===== src/rtl/decode_scoreboard.sv =====
// Register scoreboard and issue controller between decode and execute.
// Tracks outstanding register writes and stalls decode on RAW, WAW or capacity hazards.
module decode_scoreboard #(
    parameter int REG_ADDRESS_SIZE = 5,
    parameter int NUM_REGS         = 32,
    parameter int MAX_INFLIGHT     = 4,
    parameter bit ZERO_REG         = 1'b1
) (
    input  logic                                clk,
    input  logic                                reset,
    input  logic                                dec_valid,
    input  logic [REG_ADDRESS_SIZE-1:0]         addr_r1,
    input  logic [REG_ADDRESS_SIZE-1:0]         addr_r2,
    input  logic                                use_r1,
    input  logic                                use_r2,
    input  logic [REG_ADDRESS_SIZE-1:0]         addr_rd,
    input  logic                                register_write,
    input  logic                                wb_valid,
    input  logic [REG_ADDRESS_SIZE-1:0]         wb_addr,
    input  logic                                flush,
    output logic                                stall,
    output logic                                issue,
    output logic [$clog2(MAX_INFLIGHT):0]       inflight_count,
    output logic                                wb_error
);

    localparam int CNT_W = $clog2(MAX_INFLIGHT) + 1;
    localparam logic [CNT_W-1:0] CNT_MAX = CNT_W'(MAX_INFLIGHT);
    localparam logic [CNT_W-1:0] CNT_ONE = CNT_W'(1);

    logic [NUM_REGS-1:0] pending;

    logic raw1, raw2, waw, full;
    logic issue_w, wb_hit, wb_miss;

    // Register 0 never participates in hazards when it is hardwired.
    function automatic logic is_live(input logic [REG_ADDRESS_SIZE-1:0] addr);
        return !ZERO_REG || (addr != '0);
    endfunction

    // NOTE: every signal driven here gets a default first so no latch is inferred.
    always_comb begin
        raw1    = 1'b0;
        raw2    = 1'b0;
        waw     = 1'b0;
        full    = 1'b0;
        stall   = 1'b0;
        issue   = 1'b0;
        issue_w = 1'b0;
        wb_hit  = 1'b0;
        wb_miss = 1'b0;

        raw1 = use_r1 & pending[addr_r1] & is_live(addr_r1);
        raw2 = use_r2 & pending[addr_r2] & is_live(addr_r2);
        waw  = register_write & pending[addr_rd] & is_live(addr_rd);
        full = register_write & (inflight_count == CNT_MAX);

        stall   = ~reset & dec_valid & ~flush & (raw1 | raw2 | waw | full);
        issue   = ~reset & dec_valid & ~flush & ~(raw1 | raw2 | waw | full);
        issue_w = issue & register_write & is_live(addr_rd);

        // Flush discards write-backs entirely, including their error reporting.
        wb_hit  = wb_valid & ~flush &  pending[wb_addr];
        wb_miss = wb_valid & ~flush & ~pending[wb_addr];
    end

    // NOTE: sequential state uses non-blocking assignments only; the reset is synchronous.
    always_ff @(posedge clk) begin
        if (reset) begin
            pending        <= '0;
            inflight_count <= '0;
            wb_error       <= 1'b0;
        end else if (flush) begin
            pending        <= '0;
            inflight_count <= '0;
        end else begin
            if (issue_w) pending[addr_rd] <= 1'b1;
            if (wb_hit)  pending[wb_addr] <= 1'b0;

            // A write-back and an issue in the same cycle cancel out.
            case ({issue_w, wb_hit})
                2'b10:   inflight_count <= inflight_count + CNT_ONE;
                2'b01:   inflight_count <= inflight_count - CNT_ONE;
                default: inflight_count <= inflight_count;
            endcase

            wb_error <= wb_error | wb_miss;
        end
    end

endmodule

===== config.mk =====
export PLATFORM = sky130hd
export DESIGN_NAME = decode_scoreboard
export DESIGN_NICKNAME = d
export VERILOG_FILES = /design/src/rtl/decode_scoreboard.sv
export SDC_FILE = /design/constraint.sdc
export NUM_CORES = 1
export LEC_CHECK = 0
export CELL_PAD_IN_SITES_DETAIL_PLACEMENT = 1
export CELL_PAD_IN_SITES_GLOBAL_PLACEMENT = 2
export CORE_ASPECT_RATIO = 1.25
export CORE_MARGIN = 4
export CORE_UTILIZATION = 37
export DETAILED_ROUTE_END_ITERATION = 10
export PLACE_DENSITY = 0.89
export REMOVE_ABC_BUFFERS = 1
export SYNTH_ARGS = -nofsm -noshare
export SYNTH_HDL_FRONTEND = slang
export SYNTH_SLANG_ARGS = --single-unit

===== constraint.sdc =====
create_clock -name clk -period 6 [get_ports clk]
set_input_delay 1.2 -clock clk [delete_from_list [all_inputs] [get_ports clk]]
set_output_delay 1.2 -clock clk [all_outputs]
set_load 0.03 [all_outputs]

==> metrics <==
status finished, final reports clean; commonest cells in the netlist 36 x dfxtp_1, 33 x mux2i_1, 31 x nand2_1; number of flops mapped to enable cells by yosys 0; RSZ-0062 raised after global routing false; Tot GR Track Use 23.7%; most common cell in the netlist dfxtp_1; via count 3,378; global route overflow 0; Leak 0.00111 µW; syn_area_per_cell 8.23 µm²; Tcrit/Tclk final 91.2%; drt first pass iters 5; met3 Use GR 3.15%; IO buf count 33; dpl hpwl 8700 µm; Placed Area 3610 µm²; Setup crit start kind input pin; FP Rows 37; Vias/cell 6.45; CP Cell Sequence clkdlybuf4s50_1, mux4_2, nor4b_1, a2111oi_0, a21oi_1, nand2_1, nor3_1, clkdlybuf4s50_1; top post-synthesis cells by area dfxtp_1 22%, mux2i_1 10%, mux4_2 8.4%; average wire per standard cell 23.0 µm; Die Span X 91.5 µm; fraction of layout cells with a size suffix above 1 12.3%; Worst path most repeated cell clkdlybuf4s50_1; Routed Antenna Nets 0; CTS Buffer Depth 2; Initial DRC Count 282; max-cap viol count 0; distinct cell type count after synthesis 58; slowest library cell on the worst path clkdlybuf4s50_1; fin util 44.4%; Post-Synthesis Cells 392; leading area contributor after synthesis dfxtp_1; synthesized area 3230 µm²; worst vdd ir 89.9 µV; Rel. slew slack 26.2%; I/O pin count 34; Ant. Diodes 0; required time of the critical path 4.80 ns; synth warn 0; clk_lat worst skew 0.29 ns; # H-tree levels 2; Worst setup endpoint issue; Final Hold Viols 0; FMAX 183 MHz; M2 GR Usage 39.9%; TritonCTS Sinks 36; vias in the first global route 3,515; Hold Buf Count CTS 0; Min Hold Slack 0.476 ns; r2r setup slk 2.76 ns; Area Overhead vs Synth 15.3%; largest net degree at the start of global routing 47; CTS tree built; crit path DAT 4.27 ns; Overall Power 564 µW; Max stage delay on crit path 0.75 ns; GRT Max-Usage Layer met2; count of final setup violators 0; met1 Track Usage GR 29.9%; Placeable Area 8380 µm²; number of synthesized register bits 36; first-pass GRT wire length 19,300 µm; Hold WC Path Type flop to flop; TritonCTS Buffers 5; GPL Wtd Cong 0.963; clock root cell clkbuf_8; Die Span Y 112 µm; Slew Viols, Final 0; Reg2Reg Depth 11; top fanout value on the critical path 8; number of remaining DRC errors 0; min cycle time layout 5.47 ns; Post-synth top flop dfxtp_1; Initial Utilization 38.5%; ys async rst share 0%; Worst-Margin Slew 1.10 ns; Reg2Reg Launch Point pending[27]; setup total negative slack 0 ns; Seq/Total Area, Yosys 22.3%; Worst setup EP type output pin; Layout fillers 1,022; kind of critical path input pin to output pin; post-route cell area 3720 µm²; clock skew 0.00693 ns; Final #Nets 436; Routed WL 12,100 µm; post_cts resized 0; pwr/cell area 152 nW/µm²; Clock transition at path regs 0.08 ns; antenna violations before repair 0; RR Endpoint inflight_count[1]; Hold Crit Depth 2; post-synth top area share 22.3%; DIE AREA 10,300 µm²; # Post-CTS Setup Buffers 0; Critical Path Start addr_r2[0]
[cell type report]
class / instances / area (µm²) / share of cell area [%]
clock buffer: 6 / 72.6 / 1.95
sequential: 36 / 721 / 19.4
timing repair buffer: 40 / 383 / 10.3
multi-input combinational: 300 / 2280 / 61.2
inverter: 23 / 86.3 / 2.32
clock inverter: 2 / 35.0 / 0.941
tap: 117 / 146 / 3.93
[through the flow]
stage / cells / worst slack (ns)
after floorplan: 359 / 1.50
after global placement: 516 / 0.596
after detailed placement: 516 / 0.513
after CTS: 524 / 0.496
after global routing: 524 / 0.295
final: 524 / 0.529
[per-layer routing]
metal	vias to the layer above	wire length [µm]	share of wire, %
li1	1528	-	-
met1	1619	4860	40
met2	176	5720	47
met3	55	886	7.3
met4	0	593	4.9
met5	-	0	0
[worst max-delay path: cells and delay by family]
family	cells	cell delay, ns
mux	1	0.57
buf+inv	2	1.45
simple gates	3	0.64
compound gates	2	0.43
[cells in the final DEF, fill, tap and decap left out, types with 7 or more instances in the layout]
cell | netlist | layout
inv_1 | 23 | 23
mux2_2 | 9 | 9
nand2_1 | 31 | 31
buf_4 | 0 | 7
o211ai_1 | 14 | 14
nor2_1 | 16 | 15
nand3_1 | 9 | 9
clkdlybuf4s50_1 | 0 | 33
mux2i_1 | 33 | 33
nor3b_1 | 8 | 8
o21ai_0 | 28 | 28
nor3_1 | 23 | 23
dfxtp_1 | 36 | 36
a211oi_1 | 16 | 16
o31ai_1 | 16 | 16
mux4_2 | 12 | 12
[flip-flops by register name (all words and copies together) (netlist names)]
register	cells
pending	32
wb_error	1
inflight_count	3
[cells by family after synthesis]
kind of cell	Yosys count	synth area share, %
and+or+nand+nor	129	22.2
buffers and inverters	56	7.21
adders and majority gates	2	1.01
AOI/OAI and AO/OA	112	24.7
xor gates and xnor gates	3	0.814
muxes	54	21.7
DFF	36	22.3
[where the power goes]
| group | total, µW | switching, µW | internal (µW) |
|---|---|---|---|
| combinational | 107 | 63.3 | 43.7 |
| sequential | 240 | 0.421 | 239 |
| clock | 218 | 94.2 | 123 |
[worst min-delay path by stage]
stage	endpoint	slack (ns)	from
after floorplan	pending[0]	0.44	pending[0]
after global placement	wb_error	0.46	wb_error
after detailed placement	wb_error	0.46	wb_error
after CTS	wb_error	0.49	wb_error
after global routing	wb_error	0.52	wb_error
final	wb_error	0.48	wb_error
(Power assumes the default switching activity.)
==> variant, RTL diff (same settings) <==
Make the reset (`reset`) asynchronous in one clocked block.
--- a/src/rtl/decode_scoreboard.sv
+++ b/src/rtl/decode_scoreboard.sv
@@ -66,5 +66,5 @@
 
     // NOTE: sequential state uses non-blocking assignments only; the reset is synchronous.
-    always_ff @(posedge clk) begin
+    always_ff @(posedge clk or posedge reset) begin
         if (reset) begin
             pending        <= '0;
Formal check against the unedited RTL: not equivalent (a bounded check fails within 4 cycles, from zero or initial values and one cycle with reset high; the reset may be asserted at any time).
==> variant against the unedited design <==
- sequential cell count is the same
- synthesized area shrank 3.8%
- wire length shrank 13%
- worst setup slack gained 0.073 ns
- power grew 4.8%
- fmax grew 1.3%
- cell area shrank 2.8%
- synthesized cell count shrank 18%
- clock skew grew 0.0013 ns
- global-route usage shrank 2.1 points
==> variant: results (changes against the unedited design) <==
Outcome
  – Outcome: completed

Critical path
  – CP Capture Point: stall
  – Delay-heaviest family, CP: buffers and inverters
  – FF-to-FF End: inflight_count[2]
  – Worst Reg2Reg Path Length in Cells: 10 (-1)
  – Slack of the worst reg-to-reg path: 2.98 ns (+0.22 ns)
  – CP arrival: 4.20 ns (-0.07 ns)
  – Critical path peak fanout: 11 (+3)
  – Max incr delay on CP: 0.82 ns (+0.07 ns)

Worst hold path
  – Hold Startpoint: wb_error
  – Worst Hold Endpoint: wb_error
  – Hold Path Stages: 1 (-1)

Synthesis
  – Sequential-to-total area share from yosys stat: 0.290 (+0.0669)
  – EDFF count, synth: 0 (unchanged)
  – Synth unique cells: 54 (-6.9%)
  – Synth Area in XOR/XNOR: 0.00524 (-0.00290)
  – Post-Synth Adder-Cell Area: 0.00645 (-0.00363)
  – Post-synth ARST share: 1.00 (+1.00)
  – Synth top cells by count: dfrtp_1 (36), nor2_1 (35), nor3_1 (24)
  – Top cells by area, synth: dfrtp_1 (29%), mux4_2 (16%), mux2i_1 (4.8%), nor2_1 (4.2%), nor3_1 (3.9%)
  – Mux share of post-synthesis cell area: 0.226 (+0.00868)

Timing
  – Clock Skew: 0.00821 ns (+0.00128 ns)
  – Worst Tran Pin Value: 0.821 ns (-0.283 ns)
  – Min Hold Slack: 0.479 ns (+0.00273 ns)

Drt
  – Vias per cell: 6.73 (+4.4%)
  – WL final: 10.5 mm (-13%)
  – First DRT Iteration DRCs: 304 (+7.8%)

Power and ir drop
  – Net Sw Power: 174 uW (+9.9%)
  – Leakage power: 1.28 nW (+15%)
  – Maximum vdd drop: 0.112 mV (+25%)
  – Power Clock: 221 uW
  – Sequential power: 247 uW (+3%)

GRT
  – Maximum number of pins on one net before global-route repair: 41 (-13%)
  – Antenna violations before repair: 0 (unchanged)
  – Overall Global Routing Usage: 0.216 (-0.0208)
  – Vias in the first global route: 3170 (-9.8%)

Place
  – Post-DP Area: 3510 um^2 (-3.0%)
  – Dpl hpwl: 7.70 mm (-12%)
  – Final GP Congestion: 0.898 (-6.7%)

Finish
  – Layout cells sized above 1: 0.161 (+0.0385)
variant: changes by cell type after synthesis, sizes merged, moves of 18 or more:
cell | before | now
dfrtp | 0 | 36
mux2i | 33 | 15
dfxtp | 36 | 0
nand2 | 31 | 8
o21ai | 28 | 6
nor2 | 16 | 35
variant: metal layers:
layer / track usage / part of all wire
met1: 0.285 / 0.41
met2: 0.365 / 0.50
met3: 0.0354 / 0.070
met4: 0.0633 / 0.018
met5: 0 / 0
variant: cell type report:
type                       instances  area, um^2  area share
tap                               97         121      0.0336
clock buffer                       5        68.8      0.0190
sequential                        36         901       0.249
clock inverter                     3        42.5      0.0118
multi-input combinational        249        2040       0.565
timing repair buffer              42         395       0.109
inverter                          12        45.0      0.0125
variant: per-stage QoR:
stage                     cells  setup WS [ns]
after global placement      436          0.611
after detailed placement    436          0.586
after CTS                   444          0.569
after floorplan             297           1.84
after global routing        444          0.309
final                       444          0.602
